File: config.mk
export PLATFORM = sky130hd
export DESIGN_NAME = rf_safe_shutdown_flat
export DESIGN_NICKNAME = d
export VERILOG_FILES = /design/src/rtl/rf_safe_pkg.sv /design/src/rtl/rf_safe_shutdown_if.sv /design/src/rtl/rf_ramp_gen.sv /design/src/rtl/rf_safe_shutdown.sv /design/src/flat_wrapper.sv
export SDC_FILE = /design/constraint.sdc
export NUM_CORES = 1
export LEC_CHECK = 0
export ABC_AREA = 1
export BUFFER_PORTS_ARGS = -buffer_cell sky130_fd_sc_hd__buf_2
export CAP_MARGIN = 20
export CORE_MARGIN = 4
export CORE_UTILIZATION = 30
export DETAILED_ROUTE_END_ITERATION = 16
export PLACE_DENSITY = 0.52
export SYNTH_ARGS = -nofsm -noshare
export SYNTH_HDL_FRONTEND = slang
export SYNTH_SLANG_ARGS = --single-unit
export TNS_END_PERCENT = 5
File: constraint.sdc
create_clock -name clk -period 5.4 [get_ports clk]
set_input_delay 1.62 -clock clk [delete_from_list [all_inputs] [get_ports clk]]
set_output_delay 1.62 -clock clk [all_outputs]
set_load 0.03 [all_outputs]
File: src/rtl/rf_safe_pkg.sv
// Shared types for the RF safe-shutdown block: FSM state encoding, ramp
// generator modes and default ramp parameters.
package rf_safe_pkg;

  typedef enum logic [1:0] {
    ST_RUN       = 2'd0,
    ST_RAMP_DOWN = 2'd1,
    ST_MUTED     = 2'd2,
    ST_RAMP_UP   = 2'd3
  } state_t;

  typedef enum logic [1:0] {
    RG_HOLD = 2'd0,
    RG_LOAD = 2'd1,
    RG_DOWN = 2'd2,
    RG_UP   = 2'd3
  } ramp_mode_t;

  localparam int DEF_GAIN_W     = 16;
  localparam int DEF_RAMP_STEP  = 256;
  localparam int DEF_RAMP_DIV   = 4;
  localparam int DEF_WARN_SHIFT = 2;

endpackage

File: src/rtl/rf_safe_shutdown_if.sv
// Watchdog/host inputs and gain/status outputs of rf_safe_shutdown.
// master drives the watchdog flags and requested gain; slave is the shutdown block.
interface rf_safe_shutdown_if #(
  parameter int GAIN_W = rf_safe_pkg::DEF_GAIN_W
);
  logic              wd_triggered;
  logic              wd_warning;
  logic              rearm;
  logic [GAIN_W-1:0] gain_in;
  logic [GAIN_W-1:0] gain_out;
  logic              rf_enable;
  logic              fault_latched;
  logic [1:0]        state;
  logic [7:0]        shutdown_count;

  modport master (
    output wd_triggered, wd_warning, rearm, gain_in,
    input  gain_out, rf_enable, fault_latched, state, shutdown_count
  );

  modport slave (
    input  wd_triggered, wd_warning, rearm, gain_in,
    output gain_out, rf_enable, fault_latched, state, shutdown_count
  );
endinterface

File: src/rtl/rf_ramp_gen.sv
// Step timer plus saturating gain level that ramps down to 0 or up to a limit.
// Latency: level updates on the clock edge after each RAMP_DIV-cycle timer terminal count.
// Backpressure: none; mode is sampled every cycle.
module rf_ramp_gen
  import rf_safe_pkg::*;
#(
  parameter int GAIN_W    = DEF_GAIN_W,
  parameter int RAMP_STEP = DEF_RAMP_STEP,
  parameter int RAMP_DIV  = DEF_RAMP_DIV
) (
  input  logic              clk,
  input  logic              rst,
  input  ramp_mode_t        mode,
  input  logic [GAIN_W-1:0] load_val,
  input  logic [GAIN_W-1:0] limit,
  output logic [GAIN_W-1:0] level,
  output logic [GAIN_W-1:0] level_nxt
);

  localparam int              TW   = (RAMP_DIV > 1) ? $clog2(RAMP_DIV) : 1;
  localparam logic [TW-1:0]   TERM = TW'(RAMP_DIV - 1);
  localparam logic [GAIN_W:0] STEP = (GAIN_W + 1)'(RAMP_STEP);

  logic [TW-1:0]   timer;
  logic [TW-1:0]   timer_nxt;
  logic            tick;
  logic [GAIN_W:0] up_sum;

  assign tick   = (timer == TERM);
  // one extra bit so the upward step can never wrap past full scale
  assign up_sum = {1'b0, level} + STEP;

  always_comb begin
    timer_nxt = '0;
    level_nxt = level;
    unique case (mode)
      RG_LOAD: level_nxt = load_val;
      RG_DOWN: begin
        timer_nxt = tick ? '0 : timer + 1'b1;
        if (tick) begin
          if ({1'b0, level} <= STEP) level_nxt = '0;
          else                       level_nxt = level - STEP[GAIN_W-1:0];
        end
      end
      RG_UP: begin
        timer_nxt = tick ? '0 : timer + 1'b1;
        if (tick) begin
          if (up_sum >= {1'b0, limit}) level_nxt = limit;
          else                         level_nxt = up_sum[GAIN_W-1:0];
        end
      end
      default: ;
    endcase
  end

  always_ff @(posedge clk or posedge rst) begin
    if (rst) begin
      timer <= '0;
      level <= '0;
    end else begin
      timer <= timer_nxt;
      level <= level_nxt;
    end
  end

endmodule

File: src/rtl/rf_safe_shutdown.sv
// Watchdog-driven RF shutdown: attenuates on warning, ramps gain to 0 then mutes on timeout; RF_SAFE_SOFT_RAMP_UP_EN adds a soft ramp-up after re-arm.
// Latency: gain_out, rf_enable and status are registered, one cycle behind the inputs.
// Backpressure: none; level-sensitive watchdog flags and a single-cycle rearm pulse.
module rf_safe_shutdown
  import rf_safe_pkg::*;
#(
  parameter int GAIN_W     = DEF_GAIN_W,
  parameter int RAMP_STEP  = DEF_RAMP_STEP,
  parameter int RAMP_DIV   = DEF_RAMP_DIV,
  parameter int WARN_SHIFT = DEF_WARN_SHIFT
) (
  input logic               clk,
  input logic               rst,
  rf_safe_shutdown_if.slave bus
);

  state_t            state_q, state_d;
  logic [GAIN_W-1:0] gain_q, gain_d;
  logic              rf_en_q, rf_en_d;
  logic              fault_q, fault_d;
  logic [7:0]        cnt_q, cnt_d;
  logic              enter_down;
  ramp_mode_t        ramp_mode;
  logic [GAIN_W-1:0] load_val;
  logic [GAIN_W-1:0] level;
  logic [GAIN_W-1:0] level_nxt;

  rf_ramp_gen #(
    .GAIN_W    (GAIN_W),
    .RAMP_STEP (RAMP_STEP),
    .RAMP_DIV  (RAMP_DIV)
  ) u_ramp (
    .clk       (clk),
    .rst       (rst),
    .mode      (ramp_mode),
    .load_val  (load_val),
    .limit     (bus.gain_in),
    .level     (level),
    .level_nxt (level_nxt)
  );

  always_comb begin
    state_d    = state_q;
    gain_d     = gain_q;
    rf_en_d    = rf_en_q;
    fault_d    = fault_q;
    cnt_d      = cnt_q;
    enter_down = 1'b0;
    ramp_mode  = RG_HOLD;
    load_val   = gain_q;
    unique case (state_q)
      ST_RUN: begin
        rf_en_d = 1'b1;
        if (bus.wd_triggered)    enter_down = 1'b1;
        else if (bus.wd_warning) gain_d = bus.gain_in - (bus.gain_in >> WARN_SHIFT);
        else                     gain_d = bus.gain_in;
      end
      ST_RAMP_DOWN: begin
        ramp_mode = RG_DOWN;
        gain_d    = level_nxt;
        // gain_out already reads 0 here, so dropping the enable is glitch-free
        if (level == '0) begin
          state_d = ST_MUTED;
          rf_en_d = 1'b0;
        end else begin
          rf_en_d = 1'b1;
        end
      end
      ST_MUTED: begin
        gain_d  = '0;
        rf_en_d = 1'b0;
        if (bus.rearm && !bus.wd_triggered) begin
          fault_d = 1'b0;
`ifdef RF_SAFE_SOFT_RAMP_UP_EN
          state_d = ST_RAMP_UP;
`else
          state_d = ST_RUN;
`endif
        end
      end
      ST_RAMP_UP: begin
`ifdef RF_SAFE_SOFT_RAMP_UP_EN
        rf_en_d = 1'b1;
        if (bus.wd_triggered) begin
          enter_down = 1'b1;
          load_val   = level;
          gain_d     = level;
        end else if (level >= bus.gain_in) begin
          // covers both reaching the target and the target dropping below us
          state_d   = ST_RUN;
          ramp_mode = RG_LOAD;
          load_val  = bus.gain_in;
          gain_d    = bus.gain_in;
        end else begin
          ramp_mode = RG_UP;
          gain_d    = level_nxt;
        end
`else
        state_d = ST_RUN;
`endif
      end
      default: state_d = ST_RUN;
    endcase

    if (enter_down) begin
      state_d   = ST_RAMP_DOWN;
      ramp_mode = RG_LOAD;
      fault_d   = 1'b1;
      if (cnt_q != 8'hFF) cnt_d = cnt_q + 8'd1;
    end
  end

  always_ff @(posedge clk or posedge rst) begin
    if (rst) begin
      state_q <= ST_RUN;
      gain_q  <= '0;
      rf_en_q <= 1'b0;
      fault_q <= 1'b0;
      cnt_q   <= '0;
    end else begin
      state_q <= state_d;
      gain_q  <= gain_d;
      rf_en_q <= rf_en_d;
      fault_q <= fault_d;
      cnt_q   <= cnt_d;
    end
  end

  assign bus.gain_out       = gain_q;
  assign bus.rf_enable      = rf_en_q;
  assign bus.fault_latched  = fault_q;
  assign bus.state          = state_q;
  assign bus.shutdown_count = cnt_q;

endmodule

File: src/flat_wrapper.sv
// flat-port wrapper written by rule: the top's interface ports become plain ports
module rf_safe_shutdown_flat import rf_safe_pkg::*;
#(
  parameter int GAIN_W     = DEF_GAIN_W,
  parameter int RAMP_STEP  = DEF_RAMP_STEP,
  parameter int RAMP_DIV   = DEF_RAMP_DIV,
  parameter int WARN_SHIFT = DEF_WARN_SHIFT
)
  (clk, rst, bus_wd_triggered, bus_wd_warning, bus_rearm, bus_gain_in, bus_gain_out, bus_rf_enable, bus_fault_latched, bus_state, bus_shutdown_count);
  rf_safe_shutdown_if #(.GAIN_W(GAIN_W)) bus_i ();
  input logic clk;
  input logic rst;
  input wire logic [$bits(bus_i.wd_triggered)-1:0] bus_wd_triggered;
  input wire logic [$bits(bus_i.wd_warning)-1:0] bus_wd_warning;
  input wire logic [$bits(bus_i.rearm)-1:0] bus_rearm;
  input wire logic [$bits(bus_i.gain_in)-1:0] bus_gain_in;
  output wire logic [$bits(bus_i.gain_out)-1:0] bus_gain_out;
  output wire logic [$bits(bus_i.rf_enable)-1:0] bus_rf_enable;
  output wire logic [$bits(bus_i.fault_latched)-1:0] bus_fault_latched;
  output wire logic [$bits(bus_i.state)-1:0] bus_state;
  output wire logic [$bits(bus_i.shutdown_count)-1:0] bus_shutdown_count;
  assign bus_i.wd_triggered = bus_wd_triggered;
  assign bus_i.wd_warning = bus_wd_warning;
  assign bus_i.rearm = bus_rearm;
  assign bus_i.gain_in = bus_gain_in;
  assign bus_gain_out = bus_i.gain_out;
  assign bus_rf_enable = bus_i.rf_enable;
  assign bus_fault_latched = bus_i.fault_latched;
  assign bus_state = bus_i.state;
  assign bus_shutdown_count = bus_i.shutdown_count;
  rf_safe_shutdown #(.GAIN_W(GAIN_W), .RAMP_STEP(RAMP_STEP), .RAMP_DIV(RAMP_DIV), .WARN_SHIFT(WARN_SHIFT)) u_core (.clk(clk), .rst(rst), .bus(bus_i));
endmodule
* Word-level counts from Yosys, hierarchy flattened *
Cells that the tools add are included.

storage, ports and cells
  latch bits = 0
  flip-flop bits (word level) = 46
  output and inout port bits = 28
  bits in writable memories = 0
  memories = 0
  input bits = 21
  bits in read-only memories = 0
  logic and storage cells = 61

operators by class
  order comparisons = 2
  bitwise operators = 0
  reduce and logical (&&, ||, !) cells = 13
  shift operators = 0
  muxes and demuxes = 23
  $add $sub $neg = 5
  equal/unequal tests = 11
  divide/modulo/power cells = 0
  multiply operators = 0

operators with widths
  operator               count
  $mux 16                6
  $pmux 16 s3            2
  $add 16x9->17 const B  1
  $ge 17x16->1           1
  $le 16x9->1 const B    1
  $logic_not 16->1       1
  $sub 16x14->16         1
  $sub 16x9->16 const B  1
  $mux 2                 7
  $eq 2x2->1 const B     5
  $add 8x1->8 const B    1
  $ne 8x8->1 const B     1
  $mux 1                 6
  $ne 3x1->1 const B     2
  $pmux 2 s3             1
  $reduce_and 2->1       3
  $eq 2x1->1 const B     2
  $reduce_bool 2->1      2
  $reduce_bool 4->1      1
  $pmux 1 s3             1
  $reduce_and 3->1       1
  $reduce_bool 3->1      1
  $add 2x1->2 const B    1
  $logic_not 2->1        1
  4 further kinds        4

* Logic depth before layout (Yosys ltp) *
  word-level depth = 6
  gate-level depth with buffers = 23
  mapped depth without buffers = 22

* By module *
From an unflattened synthesis, not the netlist that was laid out.

second synthesis, totals
  cells, all modules = 732
  area, all modules = 4,654.5 um2

modules (own cells, without submodules)
  module            sequential area each (um2)  cells an instance  times used  area an instance (um2)
  rf_safe_shutdown  700.7                       376                1           2,467.4
  rf_ramp_gen       450.4                       356                1           2,187.1

* Least setup slack after synthesis *
No wires, ideal clock.

  kind = input to register
  from = input port bus_gain_in[8]
  to = register u_core.u_ramp.level[5]
  data arrival time = 3,117 ps
  path buffers = 1
  slack = 2,155 ps
  cell stages on the path = 14
  data required time = 5,272 ps
  setup time = 128 ps
  cells stage by stage = inv_1 -> ha_1 -> nand2_1 -> nor2_1 -> nand3b_1 -> nand3_1 -> nand2_8 -> nand2_4 -> buf_8 -> nand3_1 -> nand3_1 -> nand2_1 -> a21oi_1 -> o21ai_0

between the ends
  word-level cells in the longest chain between the ends = 4

RTL lines
  item                     line                    text
  start: declaration       flat_wrapper.sv:16      input wire logic [$bits(bus_i.gain_in)-1:0] bus_gain_in;
  $ge 17x16->1             rf_ramp_gen.sv:48       if (up_sum >= {1'b0, limit}) level_nxt = limit;
  $mux 16                  rf_ramp_gen.sv:48
  $mux 16                  rf_ramp_gen.sv:47       if (tick) begin
  $pmux 16 s3              rf_ramp_gen.sv:36       unique case (mode)
  via u_core.level_nxt[5]  rf_safe_shutdown.sv:26  logic [GAIN_W-1:0] level_nxt;
  end signal: assignment   rf_ramp_gen.sv:62       level <= level_nxt;
  end: declaration         rf_ramp_gen.sv:16       output logic [GAIN_W-1:0] level,

The timed path passes the listed nets, and every way through them passes these cells.
A chain may end at the register's enable or synchronous reset.

* Final worst setup path *
  from = input port bus_gain_in[0]
  to = register u_core.gain_q[12] (netlist: u_core.bus.gain_out[12])

between the ends
  word-level cells in the longest chain between the ends = 5
  elaborated cells on any way between the ends = 8
  those cells by class = add/sub: 1; order compare: 1; mux: 6

RTL lines
  item                    line                     text
  $ge 17x16->1            rf_ramp_gen.sv:48
  $mux 16                 rf_ramp_gen.sv:48
  $mux 16                 rf_ramp_gen.sv:47
  $pmux 16 s3             rf_ramp_gen.sv:36
  $pmux 16 s3 (*)         rf_safe_shutdown.sv:51   unique case (state_q)
  end signal: assignment  rf_safe_shutdown.sv:122  gain_q <= gain_d;
  end: declaration        rf_safe_shutdown.sv:18   logic [GAIN_W-1:0] gain_q, gain_d;

Every way passes the cells marked *; elsewhere a longest branch is shown, timed or not. The select of a mux whose other input is x is not followed.

==> results by group <==
Outcome
  – Status: finished clean

Timing
  – Setup TNS: 0 ns
  – Clk_skew: 0.008959 ns
  – RSZ-0062 raised after global routing: false
  – Pins Over Slew Limit: 0
  – Final worst slack: ~1.9 ns
  – Endpoints failing setup: 0
  – Tcrit/Tclk final: 64.38%
  – Worst Max-Slew Pin Slew: 1.015 ns
  – Fmax: 0.2877 GHz
  – Hold Vio Cnt, Final: 0
  – Relative slew slack: 32.35%
  – Min cycle time layout: between 3 and 4 ns

Placed design
  – Place WS: between 1.5 and 2 ns
  – Cells after DPL: 853
  – GPL Wtd Cong: a little under 0.9
  – Buffers on Ports: 48
  – DPL Wire Length: around 11 mm

Final layout
  – Layout cells sized above 1: around an eighth
  – Area grow syn2layout: 11.88%
  – Multi-input gate area: roughly 2700 um2
  – Layout fillers: about 1500
  – Most common cell after layout, fill and taps aside: nand2_1
  – Seq. cell area: 1151 um2
  – Diodes inserted: 0
  – Final Util: 34.58%
  – Net count, final: 743
  – Most frequent cells in the layout: nand2_1, inv_1, nand3_1
  – Post-Layout Cell Count: roughly 860

Setup path
  – Critical Path Source Type: input port
  – Critical-path cell list: buf_2 -> inv_1 -> ha_1 -> fa_1 -> o21ai_0 -> nand4_1 -> nand4_1 -> a21oi_1 -> o21ai_0 -> nand2_1 -> nand2_1 -> nand2_1 -> nand2_1
  – Buf+Inv Stages, Crit Path: 2
  – Cell family with most CP delay: adder cells
  – Crit path kind: input port to flop
  – Slowest stage delay, CP: about 0.46 ns
  – FF-to-FF Start: u_core.u_ramp.level[10]
  – Worst-path maximum fanout: 4
  – Critical Path Source: bus_gain_in[0]
  – Slowest-stage cell, CP: o21ai_0
  – WP data arrival: roughly 3.7 ns
  – CP required: 5.64 ns
  – CP Capture Type: flop
  – CP most frequent cell: nand2_1

Clock network
  – Clk root buf: clkbuf_16
  – Clock Path Buffers: 2
  – Postcts setup bufs: 0
  – Htree depth: 2
  – CTS Sinks: 46
  – Worst-path clk slew: around 0.070 ns
  – Post-CTS sizing: 0
  – Post-CTS Hold Fix Bufs: 0
  – TritonCTS clock tree: yes
  – TritonCTS Buffers: 5
  – Clk Latency, worst-skew pair: 0.30 ns

Synthesis
  – Synthesized area: between 4000 and 5000 um2
  – Post-synth EDFFs: 0
  – Synth Area in Compound Gates: roughly 14%
  – Yosys cell types: 40
  – Main combinational cell family by area after synthesis: simple AND/OR/NAND/NOR gates
  – Post-synthesis simple-gate area fraction: approximately a third
  – FF+latch count, synth: 46
  – Synth area leaders: dfrtp_1, nand2_1, ha_1
  – Post-Synth XOR/XNOR Area: between 3 and 4%
  – Area leader, netlist: dfrtp_1
  – Register area share after synthesis: roughly a quarter
  – FFs w/ async S/R, synth: 100.0%
  – Syn nets: 698
  – Mux contribution to synthesized area: 0%
  – Synth warn: 0
  – Share of the synthesized area in the top cell type: a little over a quarter
  – Post-Syn Instances: between 600 and 700
  – Post-Synth Adder-Cell Area: a little under an eighth
  – Ys flop type: dfrtp_1
  – Mapped Avg Cell Area: 6.825 um2

Drt
  – Vias per inst: approximately 5
  – DRC: 0
  – DR WL/cell: 15.71 um
  – DRT met1 WL: between 6 and 7 mm
  – Max layer used: met4
  – WL met2: roughly 6.6 mm
  – ANT nets after route: 0
  – Initial DRC count: 210
  – Pre-antenna DRT Iters: 4
  – DR WL met3: 598 um
  – Detailed Route WL: roughly 14 mm
  – Via count of the routed design: between 4000 and 5000

Global routing
  – Gr ovfl total: 0
  – Initial antenna violation count: 0
  – GR Util All Layers: 16.96%
  – Vias in the first global route: between 4000 and 5000
  – First-pass GRT wire length: between 20 and 25 mm
  – Largest net degree at the start of global routing: 47

Die
  – Die area: 16460 um2
  – Num ports: 49
  – Core box area: around 14000 um2
  – Initial Util: a little under a third
  – Die X: approximately 130 um
  – Num rows: 43
  – Height of the chip: 128.3 um

Worst hold path
  – Min-delay src: u_core.u_ramp.timer[0]
  – Worst hold path type: flop to flop

Flow run
  – Max-cap violation count: 0

Power and ir drop
  – Pwr dens: ~520 nW/um2
  – Worst VDD drop: ~0.21 mV
  – Leakage Power: roughly 0.0025 uW
## stage by stage
stage | power (uW) | hold slack, ns | cell area (um2)
global placement | 2198 | 0.4298 | 4690
CTS | 2547 | 0.4378 | 4836
floorplan | 1790 | 0.4150 | 4340
detailed placement | 2218 | 0.4291 | 4690
global route | 2767 | 0.4421 | 4856
finish | 2520 | 0.4442 | 4856
## path summary, 6_finish.rpt
| kind | slack (ns) | cells after the start | to |
|---|---|---|---|
| max | 1.92 | 13 | u_core.bus.gain_out[12] |
| min | 0.44 | 1 | u_core.u_ramp.timer[0] |
| max reg2reg | 2.30 | 19 | u_core.bus.gain_out[3] |
| min reg2reg | 0.44 | 1 | u_core.u_ramp.timer[0] |
| max in group asynchronous | 3.74 | 3 | u_core.bus.gain_out[15] |
| min in group asynchronous | 1.20 | 2 | u_core.bus.shutdown_count[2] |
## state kept, by name (all words and copies together) (netlist names)
register / count
u_core.bus.state: 2
u_core.bus.shutdown_count: 8
u_core.bus.rf_enable: 1
u_core.bus.fault_latched: 1
u_core.u_ramp.timer: 2
u_core.u_ramp.level: 16
u_core.bus.gain_out: 16
## synthesized netlist by cell type (all sizes together) (2+ instances only)
cell type,instances
nand4,13
nand3b,4
nand2,175
xor2,14
nor3,6
o21ai,33
a21oi,72
xnor2,4
ha,40
inv,75
clkbuf,10
dfrtp,46
nand3,73
nor2,47
or2,2
o21bai,2
a21o,3
clkinv,3
o211ai,2
buf,6
## where the power goes
| group | internal [uW] | switching [uW] | leakage (uW) |
|---|---|---|---|
| Clock | 172 | 146 | 0.0000698 |
| Sequential | 501 | 156 | 0.000566 |
| Combinational | 471 | 1070 | 0.00185 |
## per-layer routing
| layer | track usage (%) | vias to the layer above |
|---|---|---|
| met5 | 0 | - |
| met1 | 22.02 | 2026 |
| met2 | 29.08 | 90 |
| li1 | - | 2193 |
| met3 | 2.500 | 16 |
| met4 | 4.994 | 0 |
## logic make-up after synthesis
kind of cell | after synthesis
AO/OA/AOI/OAI | 116
XOR/XNOR | 18
adder cells (fa/ha/maj) | 41
buffers and inverters | 94
flip-flops | 46
AND/OR/NAND/NOR | 321
## final cells by class
cell class,instances,area share [%]
multi-input combinational,496,56.48
sequential,46,23.71
timing repair buffer,54,6.132
inverter,78,6.029
tap,180,4.638
clock buffer,5,2.577
clock inverter,3,0.4380
Power figures use the tool's default switching activity.
